[config.mk]
export PLATFORM = sky130hd
export DESIGN_NAME = rf_wb_queue_flat
export DESIGN_NICKNAME = d
export VERILOG_FILES = /design/src/rtl/rf_wb_if.sv /design/src/rtl/rf_wb_queue.sv /design/src/flat_wrapper.sv
export SDC_FILE = /design/constraint.sdc
export NUM_CORES = 1
export LEC_CHECK = 0
export ABC_AREA = 1
export CAP_MARGIN = 20
export CORE_UTILIZATION = 40
export CTS_BUF_LIST = sky130_fd_sc_hd__clkbuf_2 sky130_fd_sc_hd__clkbuf_4 sky130_fd_sc_hd__clkbuf_8
export DETAILED_ROUTE_END_ITERATION = 6
export PLACE_DENSITY = 0.72
export SLEW_MARGIN = 15
export SYNTH_ARGS = -nofsm -noshare
export SYNTH_HDL_FRONTEND = slang
export SYNTH_SLANG_ARGS = --single-unit
export TNS_END_PERCENT = 10
[constraint.sdc]
create_clock -name clk -period 7.5 [get_ports clk]
set_input_delay 0.75 -clock clk [delete_from_list [all_inputs] [get_ports clk]]
set_output_delay 0.75 -clock clk [all_outputs]
set_load 0.01 [all_outputs]
[src/rtl/rf_wb_if.sv]
// Writeback bus for rf_wb_queue: two producer request channels (ALU, load) and the
// register-file write port.
interface rf_wb_if #(
  parameter int XLEN = 32,
  parameter int AW   = 5
);
  logic            alu_valid;
  logic            alu_ready;
  logic [AW-1:0]   alu_rd;
  logic [XLEN-1:0] alu_data;
  logic            mem_valid;
  logic            mem_ready;
  logic [AW-1:0]   mem_rd;
  logic [XLEN-1:0] mem_data;
  logic            rf_we;
  logic [AW-1:0]   rf_ad;
  logic [XLEN-1:0] rf_wd;

  modport master (
    output alu_valid, alu_rd, alu_data, mem_valid, mem_rd, mem_data,
    input  alu_ready, mem_ready, rf_we, rf_ad, rf_wd
  );

  modport slave (
    input  alu_valid, alu_rd, alu_data, mem_valid, mem_rd, mem_data,
    output alu_ready, mem_ready, rf_we, rf_ad, rf_wd
  );
endinterface

[src/rtl/rf_wb_queue.sv]
// Two-producer in-order writeback FIFO driving the register-file write port, with a
// pending-write scoreboard. Define RF_WB_BYPASS_EN to forward the youngest queued data.
module rf_wb_queue #(
  parameter int DEPTH = 4,
  parameter int XLEN  = 32,
  parameter int AW    = 5
) (
  input  logic                   clk,
  input  logic                   rst_n,
  rf_wb_if.slave                 wb,
  input  logic [AW-1:0]          rs1,
  input  logic [AW-1:0]          rs2,
  output logic                   rs1_busy,
  output logic                   rs2_busy,
  output logic                   rs1_fwd_valid,
  output logic                   rs2_fwd_valid,
  output logic [XLEN-1:0]        rs1_fwd_data,
  output logic [XLEN-1:0]        rs2_fwd_data,
  output logic [$clog2(DEPTH):0] count
);
  localparam int PW = $clog2(DEPTH);
  localparam int CW = PW + 1;
  localparam logic [CW-1:0] DEPTH_C = CW'(DEPTH);

  logic [AW-1:0]    rd_q   [DEPTH];
  logic [XLEN-1:0]  data_q [DEPTH];
  logic [PW-1:0]    wr_ptr_r;
  logic [PW-1:0]    rd_ptr_r;
  logic [CW-1:0]    count_r;

  logic             not_full_s;
  logic             accept_s;
  logic             push_s;
  logic             pop_s;
  logic [AW-1:0]    enq_rd_s;
  logic [XLEN-1:0]  enq_data_s;
  logic [DEPTH-1:0] hit1_s;
  logic [DEPTH-1:0] hit2_s;

  // Physical slot of the entry that is 'age' places behind the head.
  function automatic logic [PW-1:0] slot_of(input logic [PW-1:0] head, input int age);
    return head + PW'(age);
  endfunction

  assign not_full_s   = (count_r < DEPTH_C);
  assign wb.mem_ready = not_full_s;
  assign wb.alu_ready = not_full_s && !wb.mem_valid;
  assign pop_s        = (count_r != {CW{1'b0}});
  assign push_s       = accept_s && (enq_rd_s != {AW{1'b0}});

  // Arbitration: load path has fixed priority; x0 targets handshake but are dropped.
  always_comb begin
    accept_s   = 1'b0;
    enq_rd_s   = wb.alu_rd;
    enq_data_s = wb.alu_data;
    if (wb.mem_valid && not_full_s) begin
      accept_s   = 1'b1;
      enq_rd_s   = wb.mem_rd;
      enq_data_s = wb.mem_data;
    end else if (wb.alu_valid && not_full_s) begin
      accept_s   = 1'b1;
    end else begin
      accept_s   = 1'b0;
    end
  end

  // Queue pointers and occupancy.
  always_ff @(posedge clk or negedge rst_n) begin
    if (!rst_n) begin
      wr_ptr_r <= {PW{1'b0}};
      rd_ptr_r <= {PW{1'b0}};
      count_r  <= {CW{1'b0}};
    end else begin
      if (push_s) wr_ptr_r <= wr_ptr_r + PW'(1'b1);
      if (pop_s)  rd_ptr_r <= rd_ptr_r + PW'(1'b1);
      if (push_s && !pop_s)      count_r <= count_r + CW'(1'b1);
      else if (!push_s && pop_s) count_r <= count_r - CW'(1'b1);
    end
  end

  // Entry storage; contents are only observed while occupied, so no reset needed.
  always_ff @(posedge clk) begin
    if (push_s) begin
      rd_q[wr_ptr_r]   <= enq_rd_s;
      data_q[wr_ptr_r] <= enq_data_s;
    end
  end

  assign wb.rf_we = pop_s;
  assign wb.rf_ad = pop_s ? rd_q[rd_ptr_r]   : {AW{1'b0}};
  assign wb.rf_wd = pop_s ? data_q[rd_ptr_r] : {XLEN{1'b0}};
  assign count    = count_r;

  // Per-age match vectors (bit 0 = head) over the occupied entries.
  always_comb begin
    hit1_s = {DEPTH{1'b0}};
    hit2_s = {DEPTH{1'b0}};
    for (int k = 0; k < DEPTH; k++) begin
      if (CW'(k) < count_r) begin
        hit1_s[k] = (rd_q[slot_of(rd_ptr_r, k)] == rs1) && (rs1 != {AW{1'b0}});
        hit2_s[k] = (rd_q[slot_of(rd_ptr_r, k)] == rs2) && (rs2 != {AW{1'b0}});
      end else begin
        hit1_s[k] = 1'b0;
        hit2_s[k] = 1'b0;
      end
    end
  end

  assign rs1_busy = |hit1_s;
  assign rs2_busy = |hit2_s;

`ifdef RF_WB_BYPASS_EN
  assign rs1_fwd_valid = rs1_busy;
  assign rs2_fwd_valid = rs2_busy;

  // Scan oldest to youngest so the youngest matching entry is the one left standing.
  always_comb begin
    rs1_fwd_data = {XLEN{1'b0}};
    rs2_fwd_data = {XLEN{1'b0}};
    for (int k = 0; k < DEPTH; k++) begin
      if (hit1_s[k]) rs1_fwd_data = data_q[slot_of(rd_ptr_r, k)];
      else           rs1_fwd_data = rs1_fwd_data;
      if (hit2_s[k]) rs2_fwd_data = data_q[slot_of(rd_ptr_r, k)];
      else           rs2_fwd_data = rs2_fwd_data;
    end
  end
`else
  assign rs1_fwd_valid = 1'b0;
  assign rs2_fwd_valid = 1'b0;
  assign rs1_fwd_data  = {XLEN{1'b0}};
  assign rs2_fwd_data  = {XLEN{1'b0}};
`endif

endmodule
[src/flat_wrapper.sv]
// flat-port wrapper written by rule: the top's interface ports become plain ports
module rf_wb_queue_flat 
#(
  parameter int DEPTH = 4,
  parameter int XLEN  = 32,
  parameter int AW    = 5
)
  (clk, rst_n, rs1, rs2, rs1_busy, rs2_busy, rs1_fwd_valid, rs2_fwd_valid, rs1_fwd_data, rs2_fwd_data, count, wb_alu_valid, wb_alu_rd, wb_alu_data, wb_mem_valid, wb_mem_rd, wb_mem_data, wb_alu_ready, wb_mem_ready, wb_rf_we, wb_rf_ad, wb_rf_wd);
  rf_wb_if #(.XLEN(XLEN), .AW(AW)) wb_i ();
  input  logic clk;
  input  logic rst_n;
  input  logic [AW-1:0] rs1;
  input  logic [AW-1:0] rs2;
  output logic rs1_busy;
  output logic rs2_busy;
  output logic rs1_fwd_valid;
  output logic rs2_fwd_valid;
  output logic [XLEN-1:0] rs1_fwd_data;
  output logic [XLEN-1:0] rs2_fwd_data;
  output logic [$clog2(DEPTH):0] count;
  input wire logic [$bits(wb_i.alu_valid)-1:0] wb_alu_valid;
  input wire logic [$bits(wb_i.alu_rd)-1:0] wb_alu_rd;
  input wire logic [$bits(wb_i.alu_data)-1:0] wb_alu_data;
  input wire logic [$bits(wb_i.mem_valid)-1:0] wb_mem_valid;
  input wire logic [$bits(wb_i.mem_rd)-1:0] wb_mem_rd;
  input wire logic [$bits(wb_i.mem_data)-1:0] wb_mem_data;
  output wire logic [$bits(wb_i.alu_ready)-1:0] wb_alu_ready;
  output wire logic [$bits(wb_i.mem_ready)-1:0] wb_mem_ready;
  output wire logic [$bits(wb_i.rf_we)-1:0] wb_rf_we;
  output wire logic [$bits(wb_i.rf_ad)-1:0] wb_rf_ad;
  output wire logic [$bits(wb_i.rf_wd)-1:0] wb_rf_wd;
  assign wb_i.alu_valid = wb_alu_valid;
  assign wb_i.alu_rd = wb_alu_rd;
  assign wb_i.alu_data = wb_alu_data;
  assign wb_i.mem_valid = wb_mem_valid;
  assign wb_i.mem_rd = wb_mem_rd;
  assign wb_i.mem_data = wb_mem_data;
  assign wb_alu_ready = wb_i.alu_ready;
  assign wb_mem_ready = wb_i.mem_ready;
  assign wb_rf_we = wb_i.rf_we;
  assign wb_rf_ad = wb_i.rf_ad;
  assign wb_rf_wd = wb_i.rf_wd;
  rf_wb_queue #(.DEPTH(DEPTH), .XLEN(XLEN), .AW(AW)) u_core (.clk(clk), .rst_n(rst_n), .wb(wb_i), .rs1(rs1), .rs2(rs2), .rs1_busy(rs1_busy), .rs2_busy(rs2_busy), .rs1_fwd_valid(rs1_fwd_valid), .rs2_fwd_valid(rs2_fwd_valid), .rs1_fwd_data(rs1_fwd_data), .rs2_fwd_data(rs2_fwd_data), .count(count));
endmodule
Yosys cells after proc, flatten, opt, wreduce, memory -nomap -nowiden

Memories as Yosys holds them, arrays and structs flattened.
Cells that the tools add are included.
W data, S select, Z words.

Logic and storage cells: 66
Output and inout bits: 111
Memories: 2
Bits in latches: 0
Bits in read-only memories: 0
Flip-flop bits (word level): 7
Input port bits: 88
Bits in writable memories: 148

Order comparisons: 5
Div/mod/pow operators: 0
Equality and inequality tests: 8
Reductions and logical operators: 24
Shift operators: 0
$mul: 0
Bitwise logic cells: 0
Add/sub/neg operators: 6
Muxes and demuxes: 18

Memory list:

| memory        | depth | width | rd ports | clocked after Yosys merged registers in | write ports | RTL line          | RTL |
|---|---|---|---|---|---|---|---|
| u_core.data_q | 4     | 32    | 1        | 0                                       | 1           | rf_wb_queue.sv:26 | `logic [XLEN-1:0] data_q [DEPTH];` |
| u_core.rd_q   | 4     | 5     | 4        | 0                                       | 1           | rf_wb_queue.sv:25 | `logic [AW-1:0] rd_q [DEPTH];` |

Operators with widths:

| kind                  | count |
|---|---|
| $mux W32              | 2 |
| $eq A5 B5 Y1          | 8 |
| $reduce_bool A5 Y1    | 3 |
| $logic_and A1 B1 Y1   | 14 |
| $mux W1               | 12 |
| $mux W5               | 2 |
| $reduce_or A4 Y1      | 2 |
| $lt A1 B3 Y1 const A  | 2 |
| $lt A2 B3 Y1 const A  | 2 |
| $mux W3               | 2 |
| $add A2 B1 Y2 const B | 2 |
| $add A2 B2 Y2 const B | 2 |
| $add A3 B1 Y3 const B | 1 |
| $logic_not A1 Y1      | 3 |
| $lt A3 B3 Y1 const B  | 1 |
| $reduce_bool A3 Y1    | 1 |
| $sub A3 B1 Y3 const B | 1 |
| $reduce_bool A2 Y1    | 1 |

Logic depth before layout (Yosys ltp)

Gate-level depths: netlist (run 1).

Depth in word-level cells: 9
Depth in mapped cells: 14
Depth with buffers taken out: 13

Least setup slack after synthesis (run 1)

No wires, ideal clock.

Path kind: input to register
Start: input wb_mem_valid
End: memory u_core.data_q[0][0], enable pin
Library setup time: 0.431 ns
Stages on the path: 7
Slack: 4.086 ns
Arrival time: 2.983 ns
Required time: 7.069 ns
Buffers on the path: 1
Path through: nand2_1 -> buf_6 -> nand2_1 -> nand2_1 -> nor2_1 -> a31o_2 -> nor2_1

Word-level cells in the longest chain between the ends: 6
Elaborated cells between the ends (all ways): 7
Classes of those cells: mux: 4; reduce/logical: 3

Ends and longest elaborated chain:

| item                          | RTL line           | RTL |
|---|---|---|
| from (decl)                   | flat_wrapper.sv:24 | `input wire logic [$bits(wb_i.mem_valid)-1:0] wb_mem_valid;` |
| $logic_and A1 B1 Y1           | rf_wb_queue.sv:56  | `if (wb.mem_valid && not_full_s) begin` |
| $mux W5                       | rf_wb_queue.sv:56  |  |
| named net u_core.enq_rd_s[0]  | rf_wb_queue.sv:35  | `logic [AW-1:0] enq_rd_s;` |
| $reduce_bool A5 Y1            | rf_wb_queue.sv:49  | `assign push_s = accept_s && (enq_rd_s != {AW{1'b0}});` |
| $logic_and A1 B1 Y1           | rf_wb_queue.sv:49  |  |
| $mux W1                       | rf_wb_queue.sv:83  | `if (push_s) begin` |
| $mux W1 (implied by the code) | rf_wb_queue.sv:85  | `data_q[wr_ptr_r] <= enq_data_s;` |
| to (decl)                     | rf_wb_queue.sv:26  |  |

The timed path passes the listed nets, and every way through them passes these cells.

Final worst setup path (run 1)

Start: register u_core.rd_ptr_r[0]
End: output wb_rf_wd[31]

Word-level cells in the longest chain between the ends: 2

Ends and longest elaborated chain:

| item                   | RTL line           | RTL |
|---|---|---|
| from (decl)            | rf_wb_queue.sv:28  | `logic [PW-1:0] rd_ptr_r;` |
| from (signal assigned) | rf_wb_queue.sv:71  | `rd_ptr_r <= {PW{1'b0}};` |
| from (signal assigned) | rf_wb_queue.sv:75  | `if (pop_s) rd_ptr_r <= rd_ptr_r + PW'(1'b1);` |
| $mem_v2 Z4 W32         | -                  |  |
| $mux W32               | rf_wb_queue.sv:91  | `assign wb.rf_wd = pop_s ? data_q[rd_ptr_r] : {XLEN{1'b0}};` |
| to (decl)              | flat_wrapper.sv:31 | `output wire logic [$bits(wb_i.rf_wd)-1:0] wb_rf_wd;` |

Every way passes these cells.

==> results of run 1 <==
## placed cells by master, fill, tap and decap left out, types with 3 or more instances in the layout
cell type,count
sky130_fd_sc_hd__a31oi_1,32
sky130_fd_sc_hd__nand3_1,145
sky130_fd_sc_hd__inv_1,48
sky130_fd_sc_hd__mux2_2,32
sky130_fd_sc_hd__clkinvlp_4,3
sky130_fd_sc_hd__conb_1,66
sky130_fd_sc_hd__nor2_1,33
sky130_fd_sc_hd__o21ai_0,7
sky130_fd_sc_hd__nand2_1,212
sky130_fd_sc_hd__inv_2,3
sky130_fd_sc_hd__a22oi_1,32
sky130_fd_sc_hd__nor2_4,4
sky130_fd_sc_hd__dfrtp_1,5
sky130_fd_sc_hd__edfxtp_1,148
sky130_fd_sc_hd__xor2_1,7
sky130_fd_sc_hd__buf_4,9
sky130_fd_sc_hd__ha_1,9
sky130_fd_sc_hd__clkbuf_8,17
sky130_fd_sc_hd__clkdlybuf4s50_1,132
sky130_fd_sc_hd__nand2_2,3
## metrics by stage
step	setup WS, ps	utilization, %	instances	total power [mW]
3_5_place_dp	3520	47.4	1211	3.40
2_1_floorplan	4090	-	906	2.62
6_report	3280	49.3	1243	4.00
5_1_grt	3060	49.3	1243	4.28
3_3_place_gp	3420	47.3	1210	3.37
4_1_cts	3330	49.3	1243	4.01
## area by class of cell
type | instances | share of cell area (%)
timing repair buffer | 142 | 14.1
sequential | 155 | 46.2
clock inverter | 13 | 1.42
tap | 270 | 3.37
multi-input combinational | 593 | 30.5
inverter | 51 | 1.91
clock buffer | 19 | 2.49
## kinds of logic (layout without fill, tap and decap cells)
logic type | count (synthesis) | after routing | share of synthesized area (%)
other cells | 1 | 66 | 0.0451
simple gates | 404 | 404 | 20.9
fa+ha+maj | 9 | 9 | 1.36
mux | 32 | 32 | 4.34
xor+xnor | 8 | 8 | 0.843
flops | 155 | 155 | 55.6
compound gates | 74 | 74 | 5.95
buf+inv | 158 | 225 | 11.0
## how the worst max path moves through the flow
stage | cells past startpoint | start | to | slack, ps
2_1_floorplan | 7 | wb_mem_valid | u_core.data_q[0][0] | 4090
3_3_place_gp | 7 | wb_mem_valid | u_core.data_q[2][19] | 3420
3_5_place_dp | 8 | wb_mem_valid | u_core.data_q[0][6] | 3520
4_1_cts | 8 | u_core.rd_ptr_r[0] | wb_rf_wd[31] | 3330
5_1_grt | 14 | u_core.rd_ptr_r[1] | rs1_busy | 3060
6_report | 8 | u_core.rd_ptr_r[0] | wb_rf_wd[31] | 3280
## flip-flops by register name, indices dropped and copies added (netlist names)
name             flops
u_core.rd_ptr_r      2
u_core.rd_q         20
u_core.count         3
u_core.wr_ptr_r      2
u_core.data_q      128
## power by group
group	internal (mW)	switching [mW]	total (mW)
sequential	1.20	0.0661	1.27
combinational	0.818	1.31	2.13
clock	0.305	0.300	0.605
total	2.33	1.67	4.00
## critical path, delay by kind of cell, from the launching register on
kind | cells | cell delay (ps)
AO/OA/AOI/OAI | 2 | 490
buffers and inverters | 5 | 1920
AND/OR/NAND/NOR | 1 | 170
flip-flops | 1 | 410
## routing by layer
layer | part of all wire [%] | up-vias
met5 | 0 | -
li1 | - | 3027
met1 | 43 | 2970
met2 | 47 | 334
met3 | 8.5 | 25
met4 | 1.4 | 0
==> summary by stage, run 1 <==
Outcome
The run finished with clean final reports.

Critical path
The worst setup path is launched from a flop. The register-to-register setup slack is between 4000 and 5000 ps. The maximum fanout count along the critical path is 33. The reg-to-reg critical path endpoint is u_core.rd_q[0][1].

The delay of the slowest cell on the worst path is roughly 630 ps. The largest individual stage delay along the critical path comes from the cell sky130_fd_sc_hd__clkdlybuf4s50_1. The launching point of the worst reg2reg path is u_core.count[2]. The cell repeated most along the worst path is sky130_fd_sc_hd__buf_4.

The worst endpoint required time is around 6800 ps. The arrival time at the worst endpoint is roughly 3500 ps. The setup path with the least slack is of type reg2out.

The depth of the worst register-to-register path is 8. The critical path endpoint category is an output port. The critical path goes through inv_2 -> buf_4 -> nand2_1 -> inv_1 -> buf_4 -> a22oi_1 -> a31oi_1 -> clkdlybuf4s50_1.

Routing
The number of design rule violations left after detail routing is 0. The count of antenna-violating nets left after detailed routing is 0. The routed layout has around 6400 vias.

The first detailed-routing pass ran for 5 iterations. The detail-routed via count per cell is 5.11. The routed design has roughly 19000 µm of wire.

The DRC marker count from the first detailed-route iteration is 610. After detailed routing, the average wire length per cell comes to about 16 µm.

Clocking
After clock tree synthesis, the repair step resized 0 gates. The H-tree was split into 4 levels. The TritonCTS clock tree is built. The total of hold buffers inserted after clock tree synthesis is 0. The clock slew seen by the registers of the worst setup and hold paths is 80 ps. The number of CTS-inserted buffers is 17. The number of setup buffers added after CTS is 0. The clock insertion delay at the later pin of the skew report is roughly 440 ps.

The count of clock tree sinks is approximately 160. The buffer depth of the longest clock path is 2. The cell sitting at the root of the clock tree is a sky130_fd_sc_hd__clkbuf_8.

Synthesis
After synthesis, flip-flops and latches occupy 55.6% of the total area. In this run, synthesis produced a sequential element count of 155. The number of distinct library cells after synthesis is 28. The mean instance size in the synthesized netlist is between 9 and 10 µm². The area fraction of the dominant cell type after synthesis is between 50% and 60%. The proportion of register bits with asynchronous set or reset after synthesis is 4.52%. For this run, the leading register cell type out of synthesis is sky130_fd_sc_hd__edfxtp_1.

Sorting the synthesized cells by how often they occur yields 213 x sky130_fd_sc_hd__nand2_1, 148 x sky130_fd_sc_hd__edfxtp_1, 145 x sky130_fd_sc_hd__nand3_1, 71 x sky130_fd_sc_hd__buf_4, 48 x sky130_fd_sc_hd__inv_1. After synthesis, the cell types taking the most area are sky130_fd_sc_hd__edfxtp_1 53%, sky130_fd_sc_hd__nand2_1 9.6%, sky130_fd_sc_hd__nand3_1 8.7%. In this run, synthesis inferred around 150 flip-flops with an integrated enable. In this run the cell area of the synthesized design comes to 8310 µm². The Yosys step of the flow raised 0 warnings.

Of all cell types, the one taking the most synthesized area is sky130_fd_sc_hd__edfxtp_1. The post-synthesis cell count is 841. The dominant cell by count in the synthesized netlist is sky130_fd_sc_hd__nand2_1.

Global routing
The most used routing layer is met2. The largest net degree at the start of global routing is slightly below 80. The first global-routing pass estimated ~30000 µm of wire. The number of antenna violations at the first check in global routing came to 0. The sum of overflow across all layers after global routing is 0. The number of global-route vias before repair came to 5963. Global routing consumed, on the met2 layer, between 30% and 40% of the routing resources. Global routing used a little under a fifth of the available tracks across all layers. Global routing used 24.8% of the available met1 tracks. In the global route stage, met3 resource usage came out at 4.16%.

STA
The final count of hold timing violations is 0. The worst hold slack is about 550 ps. The clock period minus final worst setup slack is approximately 4200 ps. The count of final setup violators is 0.

Setup repair after global routing left no endpoint under its margin. The final critical-path share of the clock period is 56.3%. The final max-slew violation count came to 0.

The worst clock skew on the final layout is just over 8 ps. Adding up every negative setup slack in the final design gives 0 ps. The slew at the pin closest to its max-slew limit is just over 900 ps. The relative max-transition margin is about two fifths.

Timing would allow up to 0.237 GHz.

Layout
The finished cells cover 10000 µm². The fraction of final layout cells sized beyond drive strength 1 is between 9 and 10%. After filler insertion, the fill cell instance count of the layout stands at about 1800. From synthesis to final layout, the design area changed by 20.5%.

The repair_antennas step left the layout with diodes totalling 0. At the end of the flow, the number of nets in the layout was around 1100. The footprint of the flip-flops and latches is around 4600 µm².

The combined area of the multi-input logic cells is ~3100 µm².

Placed design
The wire-length estimate of the detail-placed layout is approximately 13000 µm. The count of input and output buffers is between 100 and 150. At the end of routability-driven placement, the weighted congestion stood at about 0.90. Summing all placed instances gives a cell area of 9620 µm².

Run
The tool flagged a number of max-cap violations equal to 0.

Floorplanning
slightly below 200 I/O pins were placed. The initialized floorplan defines 52 standard-cell rows. After floorplanning, the core was sized to cover slightly above 20000 µm². The height of the chip is approximately 150 µm. For this configuration, the core starts out at a cell density of between 40% and 50%. The die span in x is ~150 µm. The area of the die is about 21000 µm².

Power
The maximum vdd ir drop is around 0.27 mV. Power spread over the standard cell area amounts to about 400 nW/µm². For this design the static power due to leakage is slightly below 4 nW.

Worst hold path
The destination of the worst hold path is u_core.count[1]. The type of the most critical hold path is reg2reg. The launch point of the worst hold path is u_core.count[1]. Along the worst hold path, the cell count comes to 2.
Note: power is estimated with default switching activity, not from simulation.
==> run 2: changes to the inputs <==
==> constraint.sdc (replaced) <==
create_clock -name clk -period 3.9 [get_ports clk]
set_input_delay 0.39 -clock clk [delete_from_list [all_inputs] [get_ports clk]]
set_output_delay 0.39 -clock clk [all_outputs]
set_load 0.01 [all_outputs]
==> run 2 against run 1 <==
Utilization is 0.54 points higher. Total power is 97% higher. Cell count is 0.24% higher. Combinational power is 93% higher. Global-route usage is 0.44 points higher. Setup slack worse by 2900 ps. First-iteration DRC count is 17% lower. Clock power is 120% higher. Design area is 1.1% higher. Via count is 0.91% higher. Critical path type unchanged. Highest routed layer unchanged.
==> summary by stage, run 2 (same netlist as run 1, synthesis figures left out) <==
STA
The slew at the pin closest to its max-slew limit is 850 ps (-70.7 ps). The worst path uses around 91% of the clock period. The peak clock frequency supported by timing is 0.283 GHz. The final max-slew violation count is 0 (unchanged). The final sum of negative setup slack is 0 ps (unchanged). The relative max-transition margin is 43.3% (+4.9 points).

The worst clock skew on the final layout is 11.0 ps (+2.77 ps). The worst setup margin is 360 ps (-2910 ps). Setup repair after global routing left no endpoint under its margin. The routed design could run at a clock period as short as between 3000 and 4000 ps. The count of final setup violators was 0 (unchanged). The final count of hold timing violations is 0 (unchanged).

Floorplanning
The die span in x was 146 µm (unchanged). The number of I/O pins is 199 (unchanged). The standard-cell row count is 52 (unchanged).

The area of the die is 21300 µm² (unchanged). The core area is 20300 µm² (unchanged). The height of the chip came to 146 µm (unchanged). The effective utilization at floorplan was 40.9% (unchanged).

Clocking
The clock slew seen by the registers of the worst setup and hold paths came to 80 ps (about the same). The clock insertion delay at the later pin of the skew report came to 440 ps (about the same). The count of clock tree sinks is 155 (unchanged). The total of hold buffers inserted after clock tree synthesis was 0 (unchanged). The post-CTS resize count is 0 (unchanged). The count of buffers added by post-CTS timing repair for setup is 0 (unchanged). The buffer depth of the longest clock path is 2 (unchanged). The H-tree depth is 4 (unchanged). TritonCTS built the clock tree.

The number of CTS-inserted buffers is 17 (unchanged). The root buffer cell chosen for the clock tree is sky130_fd_sc_hd__clkbuf_8.

Routing
The count of antenna-violating nets left after detailed routing is 0 (unchanged). The detail-routed via count per cell came to 5.15 (+0.67%). The number of design rule violations left after detail routing is 0 (unchanged). The total number of vias is 6414 (+0.91%). The iteration count of the initial detailed-routing pass was 5 (unchanged). The final routed wire length divided by cell count was 15.8 µm (+1.4%). The DRC marker count from the first detailed-route iteration is 506 (-17%). The wire length reported by the detailed router was 19700 µm (+1.7%).

Power
The maximum vdd ir drop is 0.393 mV (+43%). The power density relative to cell area was 780 nW/µm² (+95%). The sequential share of power came to 31.2% (-0.5 points).

The fraction of power consumed by the clock network came to 16.7% (+1.6 points). The net switching power figure is 3.21 mW (+92%). The leakage power summed over all cells was 4.03 nW (+1.2%). The power consumption is 7.89 mW (+97%). The internal power component was 4.68 mW (+100%). The part of the total power dissipated in combinational logic is 52.1% (-1.0 points). The switching share of power is 40.7% (-1.2 points).

Critical path
In this design, the critical path's most frequently occurring cell is sky130_fd_sc_hd__nand2_1. The worst endpoint required time is 3510 ps (-3240 ps). The delay of the slowest cell on the worst path is 610 ps (-20 ps).

The largest individual stage delay along the critical path comes from the cell sky130_fd_sc_hd__buf_4. STA classifies the critical path startpoint as a flop. The cell family with the largest share of critical-path delay is buffers and inverters. Walking the worst path, the cells encountered are buf_4 -> nand2_2 -> nand2_4 -> nand2_1 -> nand3_1 -> nand2_1 -> nor2_1 -> nand3_1 -> nand2_1 -> nand2_1 -> nand2_1 -> clkdlybuf4s50_1. The critical path endpoint category is an output port. The arrival time at the worst endpoint is 3150 ps (-320 ps). The start-to-end type of the worst setup path is reg2out. The buffering stage count on the worst path with inverters included was 2 (-3). The maximum fanout count along the critical path was 66 (+100%).

Placed design
The setup slack at placement is 628 ps (-2890 ps). The global placement routability congestion is 1.01 (+12%). The count of input and output buffers is 132 (unchanged). The placed wire-length estimate is 14000 µm (+8.2%).

Run
The number of max-capacitance violations reported came to 0 (unchanged).

Layout
The flip-flop count of the largest register, all copies and words added is 128 (unchanged). The number of nets in the finished design came to 1061 (+0.38%). Leaving out fill and tap cells, the most frequent cell in the layout is sky130_fd_sc_hd__nand2_1. The number of diodes added for antenna fixing is 0 (unchanged).

Ranked by flip-flop count, first place goes to u_core.data_q. The top cell types in the final layout, fill and taps aside, are 212 x sky130_fd_sc_hd__nand2_1, 148 x sky130_fd_sc_hd__edfxtp_1, 145 x sky130_fd_sc_hd__nand3_1. The fraction of final layout cells sized beyond drive strength 1 is 9.32% (+0.074 points). The signed area change from the synthesized netlist to the final layout is 21.8%.

Global routing
The number of antenna violations at the first check in global routing came to 0 (unchanged). The global-route wire length before repair was 31600 µm (+3.1%). The number of global-route vias before repair is 6011 (+0.80%). The global routing usage summed across all routing layers was 19.1% (+0.44 points). The largest net degree at the start of global routing is 67 (-15%).

The sum of overflow across all layers after global routing is 0 (unchanged).

Worst hold path
The path class of the tightest hold or removal check is in2async.

Outcome
The flow ran to the end, and the final reports show no timing, DRC or antenna violations.
run 2: changes by cell type in the layout (fill, tap and decap cells not counted), sizes merged:
| cell | before | now |
|---|---|---|
| inv | 54 | 52 |
| clkbuf | 19 | 18 |
| buf | 10 | 14 |
| bufinv | 2 | 5 |
| clkinvlp | 3 | 2 |
run 2: through the flow:
stage / cell area, µm² / std cells / utilization [%] / hold slack (ps)
6_report: 10100 / 1246 / 49.9 / 228
5_1_grt: 10100 / 1246 / 49.9 / 246
4_1_cts: 10100 / 1246 / 49.9 / 218
3_5_place_dp: 9680 / 1215 / 47.7 / 531
3_3_place_gp: 9680 / 1215 / 47.7 / 527
2_1_floorplan: 8550 / 906 / - / 94.4
run 2: cell type report:
cell class	count	area [µm²]
clock buffer	18	241
tap	270	338
fill	1825	10200
timing repair buffer	146	1480
multi-input combinational	593	3050
inverter	51	191
clock inverter	13	199
sequential	155	4620
run 2: worst paths after layout:
| check | from | endpoint | slack, ps | cells after the start |
|---|---|---|---|---|
| max in group asynchronous | rst_n | u_core.rd_ptr_r[1] | 3370 | 1 |
| max | u_core.rd_ptr_r[1] | rs2_busy | 360 | 12 |
| min | rst_n | u_core.count[0] | 230 | 1 |
| max reg2reg | u_core.count[2] | u_core.count[2] | 750 | 10 |
| min reg2reg | u_core.count[1] | u_core.count[1] | 560 | 2 |
| min in group clk | u_core.count[1] | u_core.count[1] | 560 | 2 |
run 2: power groups by stage:
stage | registers (mW) | clock network [mW] | logic [mW]
3_3_place_gp | 2.48 | 0 | 4.06
6_report | 2.46 | 1.32 | 4.11
5_1_grt | 2.49 | 1.41 | 4.54
4_1_cts | 2.46 | 1.35 | 4.12
3_5_place_dp | 2.50 | 0 | 4.10
2_1_floorplan | 2.47 | 0 | 2.57
run 2: metal layers:
metal  up-vias  wire [µm]  track usage, %  share of wire [%]
met5         -          0               0                  0
met4         0        314            6.20                1.6
met3        21       1820            4.63                9.2
met2       337       9250            30.7                 47
met1      3017       8320            25.3                 42
li1       3039          -               -                  -
==> variant: new RTL, flow settings as in run 2 <==
`XLEN` is set to 32 in 3 places; all go to 64.
--- a/src/rtl/rf_wb_if.sv
+++ b/src/rtl/rf_wb_if.sv
@@ -3,3 +3,3 @@
 interface rf_wb_if #(
-  parameter int XLEN = 32,
+  parameter int XLEN = 64,
   parameter int AW   = 5
--- a/src/rtl/rf_wb_queue.sv
+++ b/src/rtl/rf_wb_queue.sv
@@ -4,3 +4,3 @@
   parameter int DEPTH = 4,
-  parameter int XLEN  = 32,
+  parameter int XLEN  = 64,
   parameter int AW    = 5
--- a/src/flat_wrapper.sv
+++ b/src/flat_wrapper.sv
@@ -4,3 +4,3 @@
   parameter int DEPTH = 4,
-  parameter int XLEN  = 32,
+  parameter int XLEN  = 64,
   parameter int AW    = 5
Ports: changed (5 resized); port bits go from 199 to 359. No check against the original RTL was run, so the function may have changed too.
==> variant against run 2 <==
- hold slack got worse by 80 ps
- count of clock-buffer cells in the layout up 41
- sequential share of layout area is 3.9 points higher
- total power is 68% higher
- register-to-register slack better by 300 ps
- setup slack got worse by 120 ps
- wire length up 76%
- maximum frequency shrank 3.2%
- synthesized cell count is 46% higher
- critical path depth shrank 7
- design area is 69% higher
- clock power increased by 73%
- area after synthesis increased by 69%
- sequential cell count increased by 128
==> variant: results (changes against run 2) <==
• **status** finished, final reports clean, unchanged
• **clk root buf** clkbuf_8, unchanged
• **worst-case clock buffer depth** 3, was 2
• **leakage component of the power** 6.38 nW, was 4.03 nW
• **Synth area leaders** edfxtp_1 (59%), buf_4 (7.7%), nand3_1 (7.5%), was edfxtp_1 (53%), nand2_1 (9.6%), nand3_1 (8.7%)
• **input/output buffers** 228, was 132
• **DP Area** 0.0163 mm2, was 0.00968 mm2
• **Post-Place Cells** 1,862, was 1,215
• **type of the tightest min-delay check** in -> async, unchanged
• **antenna violations before repair** 0, unchanged
• **wire length reported by the detailed router** 34.7 mm, was 19.7 mm
• **routed wirelength normalized by instance count** 17.9 um, was 15.8 um
• **Crit Path Max Fanout** 50, was 66
• **number of filler instances in the final layout** 2,997, was 1,825
• **syn avg cell area** 11.4 um2, was 9.88 um2
• **Synthesis Warnings** 0, unchanged
• **worst skew pair latency** 550 ps, was 440 ps
• **top cells by count, synth** edfxtp_1 (276), nand3_1 (210), nand2_1 (209), buf_4 (143), was nand2_1 (213), edfxtp_1 (148), nand3_1 (145), buf_4 (71), inv_1 (48)
• **number of library cell types mapped by synthesis** 27, was 28
• **Final HPWL DP** 22.5 mm, was 14.0 mm
• **CTS H-Tree Depth** 2, was 4
• **post-place setup slack** 738 ps, was 628 ps
• **worst slew margin relative to its limit** 0.351, was 0.433
• **number of iterations in the first detailed-routing pass** 7, was 5
• **number of antenna repair diodes** 0, unchanged
• **share of flip-flops with an asynchronous set or reset after synthesis** 0.0247, was 0.0452
• **Largest register FFs** 256, was 128
• **clock tree skew after final layout** 19.9 ps, was 11.0 ps
• **reg2reg end** u_core.data_q[1][37], was u_core.count[2]
• **share of final-layout standard cells stronger than drive strength 1** 0.122, was 0.0932
• **final-stage net count** 1,613, was 1,061
• **vias in the first global route** 9,486, was 6,011
• **Arrival @ worst endpoint** 3270 ps, was 3150 ps
• **Worst Hold Margin** 148 ps, was 228 ps
• **worst r2r src** u_core.count[2], unchanged
• **post-cts sizing count** 0, unchanged
• **global-route total usage across every layer** 0.192, was 0.191
• **buffers inserted during post-CTS setup optimization** 0, unchanged
• **wire length of the first global-routing pass** 53.2 mm, was 31.6 mm
• **utilization after layout** 0.496, was 0.499
• **depth of the worst register-to-register path** 9, was 10
• **number of flops mapped to enable cells by yosys** 276, was 148
• **initial drt markers** 879, was 506
• **Seq/Total Area, Yosys** 0.604, was 0.556
• **maximum vdd ir drop** 428 uV, was 393 uV
• **register with the most flip-flops** u_core.data_q, unchanged
• **clock-pin slew of the registers on the worst-case setup and hold paths** 60 ps, was 80 ps
• **slack of the worst reg-to-reg path** 1050 ps, was 750 ps
• **gp weighted congestion** 0.857, was 1.01
• **vias** 9,961, was 6,414
• **Num CTS Buffers** 43, was 17
• **maximum number of pins on one net before global-route repair** 90, was 67
==> variant: critical path, cell delays in order, from the launching register on <==
cell and delay (ps):
dfrtp_4 710, inv_8 300, buf_4 500, nand3_1 140, a31oi_1 440, clkdlybuf4s50_1 630
==> variant: layout make-up <==
cell class | count | share of cell area
repair buffers | 250 | 0.151
flip-flops and latches | 283 | 0.496
inverters | 52 | 0.0119
clock inverters | 18 | 0.00542
clock buffers | 59 | 0.0417
multi-input cells | 822 | 0.261
well taps | 455 | 0.0333
==> variant: worst max path at each step <==
stage                  startpoint             endpoint  slack, ps  depth (start not counted)
2_1_floorplan     u_core.count[2]  u_core.data_q[0][0]       -660                          7
3_3_place_gp      u_core.count[0]         wb_rf_wd[48]        750                          7
3_5_place_dp      u_core.count[0]         wb_rf_wd[48]        740                          7
4_1_cts           u_core.count[0]         wb_rf_wd[38]        150                          7
5_1_grt        u_core.rd_ptr_r[0]             rs2_busy         20                         12
6_report       u_core.rd_ptr_r[0]         wb_rf_wd[24]        240                          5
==> variant: cells by family (layout without fill, tap and decap cells) <==
group,Yosys count,in the layout,share of synthesized area
xor+xnor,9,9,0.00563
simple gates,474,474,0.150
compound gates,136,136,0.0660
flops,283,283,0.604
mux,64,64,0.0515
other cells,1,130,0.000268
fa+ha+maj,9,9,0.00804
buf+inv,253,379,0.114
==> variant: where the power goes <==
part	switching, mW	internal (mW)
clock network	1.10	1.19
logic	3.88	2.57
registers	0.305	4.22
==> variant: metal layers <==
metal,share of wire,track usage
met3,0.072,0.0323
met4,0.019,0.0583
met1,0.41,0.246
met2,0.50,0.331
met5,0,0
